===== config.mk =====
export PLATFORM = sky130hd
export DESIGN_NAME = sum_uart_tx
export DESIGN_NICKNAME = d
export VERILOG_FILES = /design/src/rtl/sum_uart_pkg.sv /design/src/rtl/sum_uart_tx_baud.sv /design/src/rtl/sum_uart_tx.sv
export SDC_FILE = /design/constraint.sdc
export NUM_CORES = 1
export LEC_CHECK = 0
export BUFFER_PORTS_ARGS = -buffer_cell sky130_fd_sc_hd__buf_2
export CORE_MARGIN = 2
export CORE_UTILIZATION = 25
export CTS_CLUSTER_SIZE = 10
export DETAILED_ROUTE_END_ITERATION = 12
export PLACE_DENSITY = 0.51
export SLEW_MARGIN = 20
export SYNTH_ARGS = -nofsm -noshare
export SYNTH_HDL_FRONTEND = slang
export SYNTH_SLANG_ARGS = --single-unit

===== constraint.sdc =====
create_clock -name clk -period 1.5 [get_ports clk]
set_input_delay 0.15 -clock clk [delete_from_list [all_inputs] [get_ports clk]]
set_output_delay 0.15 -clock clk [all_outputs]
set_load 0.02 [all_outputs]

===== src/rtl/sum_uart_pkg.sv =====
// Shared types and constants for the adder-result UART transmitter.
// The FSM state encoding and the parity selector values live here.
package sum_uart_pkg;

    typedef enum logic [2:0] {
        IDLE  = 3'd0,
        START = 3'd1,
        DATA  = 3'd2,
        PAR   = 3'd3,
        STOP  = 3'd4
    } state_t;

    localparam int PAR_NONE = 0;
    localparam int PAR_EVEN = 1;
    localparam int PAR_ODD  = 2;

    // Number of serial bit periods in one frame: start + data + optional parity + stop.
    function automatic int frame_bits(input int data_w, input int parity);
        return data_w + 2 + ((parity != PAR_NONE) ? 1 : 0);
    endfunction

endpackage


===== src/rtl/sum_uart_tx_baud.sv =====
// Bit-period timer: counts enabled cycles 0..CLK_DIV-1 and flags the last one.
// It is the only source of bit timing for the transmitter.
module uart_baud_tick #(
    parameter int CLK_DIV = 16
) (
    input  logic clk,
    input  logic rst_n,
    input  logic en,
    input  logic clr,
    output logic tick
);

    localparam int CNT_W = $clog2(CLK_DIV);
    localparam logic [CNT_W-1:0] LAST = CNT_W'(CLK_DIV - 1);

    generate
        if (CLK_DIV < 2 || CLK_DIV > 65535) begin : g_bad_clk_div
            $error("uart_baud_tick: CLK_DIV must be in 2..65535");
        end
    endgenerate

    logic [CNT_W-1:0] r_cnt;

    always_ff @(posedge clk or negedge rst_n) begin
        if (!rst_n) begin
            r_cnt <= '0;
        end else if (clr) begin
            r_cnt <= '0;
        end else if (en) begin
            r_cnt <= (r_cnt == LAST) ? '0 : r_cnt + 1'b1;
        end
    end

    assign tick = en && (r_cnt == LAST);

endmodule


===== src/rtl/sum_uart_tx.sv =====
// UART transmitter for the adder sum: accepts a word on valid/ready and
// shifts it out as start, LSB-first data, optional parity and stop bits.
module sum_uart_tx
    import sum_uart_pkg::*;
#(
    parameter int CLK_DIV = 16,
    parameter int DATA_W  = 8,
    parameter int PARITY  = 0
) (
    input  logic              clk,
    input  logic              rst_n,
    input  logic              ena,
    input  logic [DATA_W-1:0] data_in,
    input  logic              valid_in,
    output logic              ready_out,
    output logic              tx,
    output logic              busy
);

    localparam int IDX_W = (DATA_W > 1) ? $clog2(DATA_W) : 1;
    localparam logic [IDX_W-1:0] LAST_IDX = IDX_W'(DATA_W - 1);

    generate
        if (PARITY != PAR_NONE && PARITY != PAR_EVEN && PARITY != PAR_ODD) begin : g_bad_parity
            $error("sum_uart_tx: PARITY must be 0 (none), 1 (even) or 2 (odd)");
        end
    endgenerate

    state_t            r_state;
    logic [DATA_W-1:0] r_sr;
    logic              r_par;
    logic [IDX_W-1:0]  r_idx;
    logic              r_tx;
    logic              r_busy;

    logic              w_tick;
    logic              w_accept;
    logic              w_last_bit;
    logic              w_state_change;
    logic              w_baud_en;
    logic [DATA_W-1:0] w_sr_shift;

    assign ready_out  = (r_state == IDLE) && ena;
    assign w_accept   = valid_in && ready_out;
    assign w_last_bit = (r_idx == LAST_IDX);
    assign w_baud_en  = ena && (r_state != IDLE);
    assign w_sr_shift = r_sr >> 1;

    // Every transition restarts the bit timer; within DATA the timer wraps on its own.
    assign w_state_change = w_accept ||
                            (w_tick && ((r_state != DATA) || w_last_bit));

    uart_baud_tick #(
        .CLK_DIV (CLK_DIV)
    ) u_baud (
        .clk   (clk),
        .rst_n (rst_n),
        .en    (w_baud_en),
        .clr   (w_state_change),
        .tick  (w_tick)
    );

    always_ff @(posedge clk or negedge rst_n) begin
        if (!rst_n) begin
            r_state <= IDLE;
            r_sr    <= '0;
            r_par   <= 1'b0;
            r_idx   <= '0;
            r_tx    <= 1'b1;
            r_busy  <= 1'b0;
        end else if (ena) begin
            case (r_state)
                IDLE: begin
                    if (w_accept) begin
                        r_state <= START;
                        r_sr    <= data_in;
                        r_par   <= (PARITY == PAR_ODD) ? ~^data_in : ^data_in;
                        r_idx   <= '0;
                        r_tx    <= 1'b0;
                        r_busy  <= 1'b1;
                    end
                end
                START: begin
                    if (w_tick) begin
                        r_state <= DATA;
                        r_idx   <= '0;
                        r_tx    <= r_sr[0];
                    end
                end
                DATA: begin
                    if (w_tick) begin
                        if (w_last_bit) begin
                            r_idx <= '0;
                            if (PARITY != PAR_NONE) begin
                                r_state <= PAR;
                                r_tx    <= r_par;
                            end else begin
                                r_state <= STOP;
                                r_tx    <= 1'b1;
                            end
                        end else begin
                            r_sr  <= w_sr_shift;
                            r_idx <= r_idx + 1'b1;
                            r_tx  <= w_sr_shift[0];
                        end
                    end
                end
                PAR: begin
                    if (w_tick) begin
                        r_state <= STOP;
                        r_tx    <= 1'b1;
                    end
                end
                STOP: begin
                    if (w_tick) begin
                        r_state <= IDLE;
                        r_tx    <= 1'b1;
                        r_busy  <= 1'b0;
                    end
                end
                default: begin
                    r_state <= IDLE;
                    r_idx   <= '0;
                    r_tx    <= 1'b1;
                    r_busy  <= 1'b0;
                end
            endcase
        end
    end

    assign tx   = r_tx;
    assign busy = r_busy;

endmodule


==> results of run 1 <==
==> per-layer routing <==
metal,up-vias,GRT usage,part of all wire
li1,535,-,-
met1,538,0.162,0.46
met2,26,0.218,0.48
met3,5,0.0276,0.046
met4,0,0.0679,0.020
met5,-,0,0
==> state kept, by name (all words and copies together), names as in the netlist <==
| register | count |
|---|---|
| r_idx | 3 |
| r_sr | 8 |
| r_state | 3 |
| busy | 1 |
| u_baud.r_cnt | 4 |
| tx | 1 |
==> timing repair <==
action | in CTS | in global routing
pin swaps | 10 | 16
setup buffers | 8 | 4
gates resized for setup | 15 | 12
gates cloned | 0 | 1
hold buffers | 1 | 0
endpoints found under the setup margin | 15 | 18
hold endpoints to repair | 19 | 0
==> layout make-up <==
class                           count  area (um^2)
Inverter                            3         11.3
Timing Repair Buffer               49          382
Fill cell                         433         2910
Multi-Input combinational cell     89          742
Sequential cell                    20          505
Tap cell                           54         67.6
Clock buffer                        4         45.0
==> cells by family (layout without fill, tap and decap cells) <==
logic type | Yosys count | after routing | synth area share
compound gates | 31 | 32 | 0.188
xor+xnor | 1 | 1 | 0.00739
fa+ha+maj | 3 | 3 | 0.0317
buf+inv | 11 | 56 | 0.0581
flops | 20 | 20 | 0.423
mux | 8 | 8 | 0.0676
simple gates | 45 | 45 | 0.224
==> power by group through the flow <==
stage / logic (mW) / clock network, mW / registers (mW)
global route: 1.72 / 0.410 / 1.01
floorplan: 0.737 / 0 / 0.906
CTS: 1.42 / 0.386 / 0.967
global placement: 1.14 / 0 / 0.964
finish: 1.58 / 0.374 / 0.978
detailed placement: 1.17 / 0 / 0.967
==> stage by stage <==
| stage | total power, mW | hold slack (ns) | utilization |
|---|---|---|---|
| after global routing | 3.14 | 0.134 | 0.376 |
| after detailed placement | 2.14 | 0.134 | 0.318 |
| after floorplan | 1.64 | -0.146 | - |
| after global placement | 2.11 | 0.122 | 0.318 |
| after CTS | 2.78 | 0.132 | 0.357 |
| final | 2.93 | 0.134 | 0.376 |
==> synthesized netlist by cell type, types with 2 or more instances <==
library cell	number
a21boi_1	2
and2_1	2
and3_1	2
or3_1	2
a31oi_1	3
o31ai_1	2
a32o_1	2
o21ai_0	3
buf_6	2
a22o_1	2
o21ai_1	10
ha_1	3
clkbuf_1	2
mux2i_1	8
buf_4	2
inv_1	3
nand3_1	5
nor3_2	2
dfrtp_1	19
nor2_1	3
nand2_1	20
==> worst reg2reg max path: cells and delay by family, from the launching register on <==
family	cells	cell delay [ns]
AND/OR/NAND/NOR	2	0.41
flip-flops	1	0.36
adder cells (fa/ha/maj)	2	0.34
AO/OA/AOI/OAI	2	0.23
buffers and inverters	1	0.14
==> worst paths after layout <==
| check | start | to | slack, ns | depth (start not counted) |
|---|---|---|---|---|
| setup / recovery | r_idx[1] | u_baud.r_cnt[1] | -0.08 | 7 |
| setup reg to reg | r_idx[1] | u_baud.r_cnt[1] | -0.08 | 7 |
| max in group asynchronous | rst_n | r_state[2] | 0.76 | 2 |
| min in group asynchronous | rst_n | r_sr[3] | 0.37 | 2 |
| hold / removal | data_in[7] | r_sr[7] | 0.13 | 3 |
| hold reg to reg | r_sr[6] | r_sr[6] | 0.50 | 2 |
==> metrics.txt, run 1 <==
H-tree depth=1; Sw Ratio=0.380; nature of the critical path startpoint=flip-flop; commonest non-fill, non-tap cell in the layout=buf_4; Synth area leaders=dfrtp_1 40%, mux2i_1 6.8%, nand2_1 6.3%; CP max stage cell=dfrtp_1; worst hold path class=input port to flip-flop; Initial Util=0.254; post-route DRC violation count=0; die area=5310 um^2; largest net degree at the start of global routing=21; Relative slew margins=0.679; Die Y=between 70 and 80 um; PwrDens=1670 nW/um^2; TritonCTS Buffers=3; WL/cell=15.3 um; 1st-iter DRT viols=48; crit path DAT=1.74 ns; synth warn=0; vias per cell=5.04; mapped cell area=1180 um^2; power share of the clock group=0.128; CP max FO=4; placed inst area=approximately 1500 um^2; Top delay family on crit path=simple AND/OR/NAND/NOR gates; Synth Register Bits=20; Nets=181; final setup violation count=13; Seq pwr share=0.334; number of nets with antenna violations after routing=0; TritonCTS clock tree=done; Period Utilization, post-route=1.05; gp weighted congestion=between 0.7 and 0.8; max-cap viol count=0; first-pass GRT wire length=~5.4 mm; core area=roughly 4700 um^2; clk_skew=around 0.0073 ns; asr flop ratio synth=1.00; worst slew pin tran=about 0.48 ns; vias in the first global route=about 1,200; static leakage=~0.75 nW; clk buf depth=2; status=finished, violations left; GRT overflow=0; cell breakdown of the critical path=ha_2 -> ha_4 -> nor4b_4 -> buf_6 -> or3_4 -> a21boi_2 -> a21oi_1; ANT cells=0; Core Rows=25; Cells after Synth=119; number of flops mapped to enable cells by yosys=0; Via Count=1,104; Clock Tree Root=clkbuf_8; area fraction of the dominant cell type after synthesis=0.401; Fin Setup TNS=-0.548 ns; area leader, netlist=dfrtp_1; io pins=15; combinational share of power=0.538; final setup margin=-0.0786 ns; pre-CTS setup slack=-0.173 ns; Reg clk slew, reported paths=~0.080 ns; I/O Buffers=14; drt total wl=around 3.3 mm; worst setup path class=flip-flop to flip-flop; Switch Pwr=around 1.1 mW; min Tclk post-route=1.58 ns; RSZ-0062 raised after global routing=yes; layout cell share with drive strength beyond 1=0.479; GRT Util Overall=0.132; Final Instance Area=around 1800 um^2; fmax=approximately 0.63 GHz; Net Count, Synth=134; post-synthesis cell type count=41; detailed placement HPWL=between 2 and 2.5 mm; Critical Path RT=1.66 ns; failing checks=setup timing; Post-Syn Area per Cell=between 9 and 10 um^2; placed cells=roughly 200; Layout area overhead=47.9%; Main synth FF type=dfrtp_1; Internal=1.82 mW; Clock Sink Count=20; sequential area share after synthesis=0.423; slowest cell delay on critical path=between 0.3 and 0.4 ns; initial antenna violation count=0; worst-skew pair later-pin latency=between 0.2 and 0.3 ns; nature of the critical path endpoint=flip-flop; Die Span X=about 73 um; Fin. Hold Viols=0; first drt pass iteration count=4; most frequent cells in the layout=28 x buf_4, 19 x nand2_1, 16 x dfrtp_1; Buffers & Inverters on Critical Path=1; non-filler cells, final=around 220; Peak VDD IR=about 540 uV; Slew Limit Fails=0
(Power assumes the default switching activity.)
==> run 2, diff against run 1 <==
PLACE_DENSITY = 0.5   (was 0.51)
clock period = 1.65 ns   (was 1.5 ns; I/O delays follow)
==> run 2 against run 1 <==
Effect of this change: the flow now finishes without violations; worst setup slack improved by 0.13 ns; via count shrank 11%; sequential power down 8.6%; clock skew decreased by 0.0015 ns; routed wire length is 21% lower; non-clock buffer count shrank 18; final area fell by 12%; register-to-register slack better by 0.13 ns; combinational power shrank 38%; critical path type unchanged; critical endpoint is now u_baud.r_cnt[2]; highest routed layer unchanged.
==> metrics.txt, run 2 (synthesis gave the netlist of run 1 again) <==
slowest cell delay on critical path=around 0.36 ns; GRT overflow=0; Period Utilization, post-route=0.972; number of nets with antenna violations after routing=0; Core Rows=25; Via Count=980; Initial Util=0.254; R2R cell count=7; nature of the critical path endpoint=flip-flop; TritonCTS Buffers=3; hold_sp=data_in[7]; PwrDens=about 1500 nW/um^2; Top delay family on crit path=simple AND/OR/NAND/NOR gates; Peak VDD IR=323 uV; Reg2Reg Launch Point=r_idx[0]; final setup margin=0.0469 ns; placed cells=~190; worst r2r dst=u_baud.r_cnt[2]; CP max FO=3; Final Total Pwr=2.37 mW; drt total wl=between 2 and 3 mm; vias in the first global route=972; CP max stage cell=dfrtp_1; largest net degree at the start of global routing=21; core area=~4700 um^2; RSZ-0062 raised after global routing=yes; 1st-iter DRT viols=52; # fillers=471; Die Span X=about 73 um; Buffers & Inverters on Critical Path=1; fmax=~0.62 GHz; met1 Track Usage GR=0.141; Nets=162; Slew Limit Fails=0; busiest grt layer=met2; Hold Crit Depth=3; Hold WS=0.155 ns; routing usage on met3=0.00967; placed inst area=1380 um^2; max-cap viol count=0; met2 global-route usage=0.189; worst hold path class=input port to flip-flop; first-pass GRT wire length=approximately 4.6 mm; Clock Sink Count=20; Die Y=around 73 um; GRT Util Overall=0.112; pre-CTS setup slack=-0.0769 ns; commonest non-fill, non-tap cell in the layout=nand2_1; Final Instance Area=between 1500 and 2000 um^2; clk buf depth=2; Util after Layout=0.332; Most flops, register=r_sr; number of flip-flops in the largest register=8; vias per cell=just under 5; WL/cell=13.1 um; Layout area overhead=30.6%; detailed placement HPWL=between 1.5 and 2 mm; static leakage=~0.65 nW; nature of the critical path startpoint=flip-flop; layout cell share with drive strength beyond 1=0.370; cell breakdown of the critical path=ha_2 -> ha_4 -> nor4b_4 -> buf_4 -> or3_4 -> a21boi_2 -> nor2_1; worst-skew pair later-pin latency=between 0.2 and 0.3 ns; min Tclk post-route=1.60 ns; I/O Buffers=14; first drt pass iteration count=4; final setup violation count=0; crit path DAT=between 1.5 and 2 ns; TritonCTS clock tree=done; initial antenna violation count=0; Fin. Hold Viols=0; reg2reg setup slack=~0.047 ns; Clock Tree Root=clkbuf_8; H-tree depth=1; worst setup path class=flip-flop to flip-flop; gp weighted congestion=between 0.7 and 0.8; io pins=15; worst slew pin tran=0.457 ns; Critical Path RT=between 1.5 and 2 ns; ANT cells=0; die area=approximately 5300 um^2; Reg clk slew, reported paths=0.08 ns; Relative slew margins=0.695; Fin Setup TNS=0 ns; clk_skew=between 0.005 and 0.006 ns; non-filler cells, final=200; most frequent cells in the layout=20 x nand2_1, 16 x dfrtp_1, 15 x buf_4; Largest regs=r_sr: 8 flops, u_baud.r_cnt: 4 flops; post-route DRC violation count=0; Worst Hold End=r_sr[7]; status=completed
[run 2: cell types whose count changed in the layout (fill, tap and decap cells not counted), sizes merged]
cell	previous run	this run
clkbuf	4	3
buf	48	30
a32oi	2	1
bufinv	0	1
[run 2: repair_timing]
action                                 CTS  global route
pin swaps                                1             3
buffers inserted                         1             2
setup endpoints to repair               12            12
hold buffers                             1             0
endpoints found under the hold margin   19             0
gates resized for setup                  6             8
[run 2: metal layers]
metal | part of all wire | wire length [um]
met4 | 0.026 | 67
met1 | 0.46 | 1210
met5 | 0 | 0
met3 | 0.019 | 51
met2 | 0.49 | 1290
[run 2: final cells by class]
class	instances	area [um^2]	area share
tap	54	67.6	0.0437
sequential	20	505	0.327
clock buffer	3	41.3	0.0267
inverter	3	11.3	0.00728
multi-input combinational	88	679	0.439
clock inverter	1	30.0	0.0194
timing repair buffer	31	213	0.137
[run 2: worst max-delay path by stage]
stage                    start         endpoint  slack [ns]  depth (start not counted)
2_1_floorplan         r_idx[0]          r_sr[0]        0.05                          7
3_3_place_gp   u_baud.r_cnt[0]          r_sr[5]       -0.03                          4
3_5_place_dp          r_idx[0]          r_sr[5]       -0.08                          6
4_1_cts        u_baud.r_cnt[0]         r_idx[0]       0.004                          5
5_1_grt               r_idx[1]  u_baud.r_cnt[2]       -0.02                          7
6_report              r_idx[0]  u_baud.r_cnt[2]        0.05                          7
[run 2: power by group]
group | switching [mW] | internal (mW) | leakage, nW
Clock | 0.176 | 0.324 | 0.0357
Combinational | 0.467 | 0.508 | 0.372
Sequential | 0.208 | 0.686 | 0.242
Total | 0.851 | 1.52 | 0.650
[run 2: tightest hold or removal path: stages]
cell     delay, ns
buf_2         0.10
nand3_1       0.07
o21ai_1       0.06
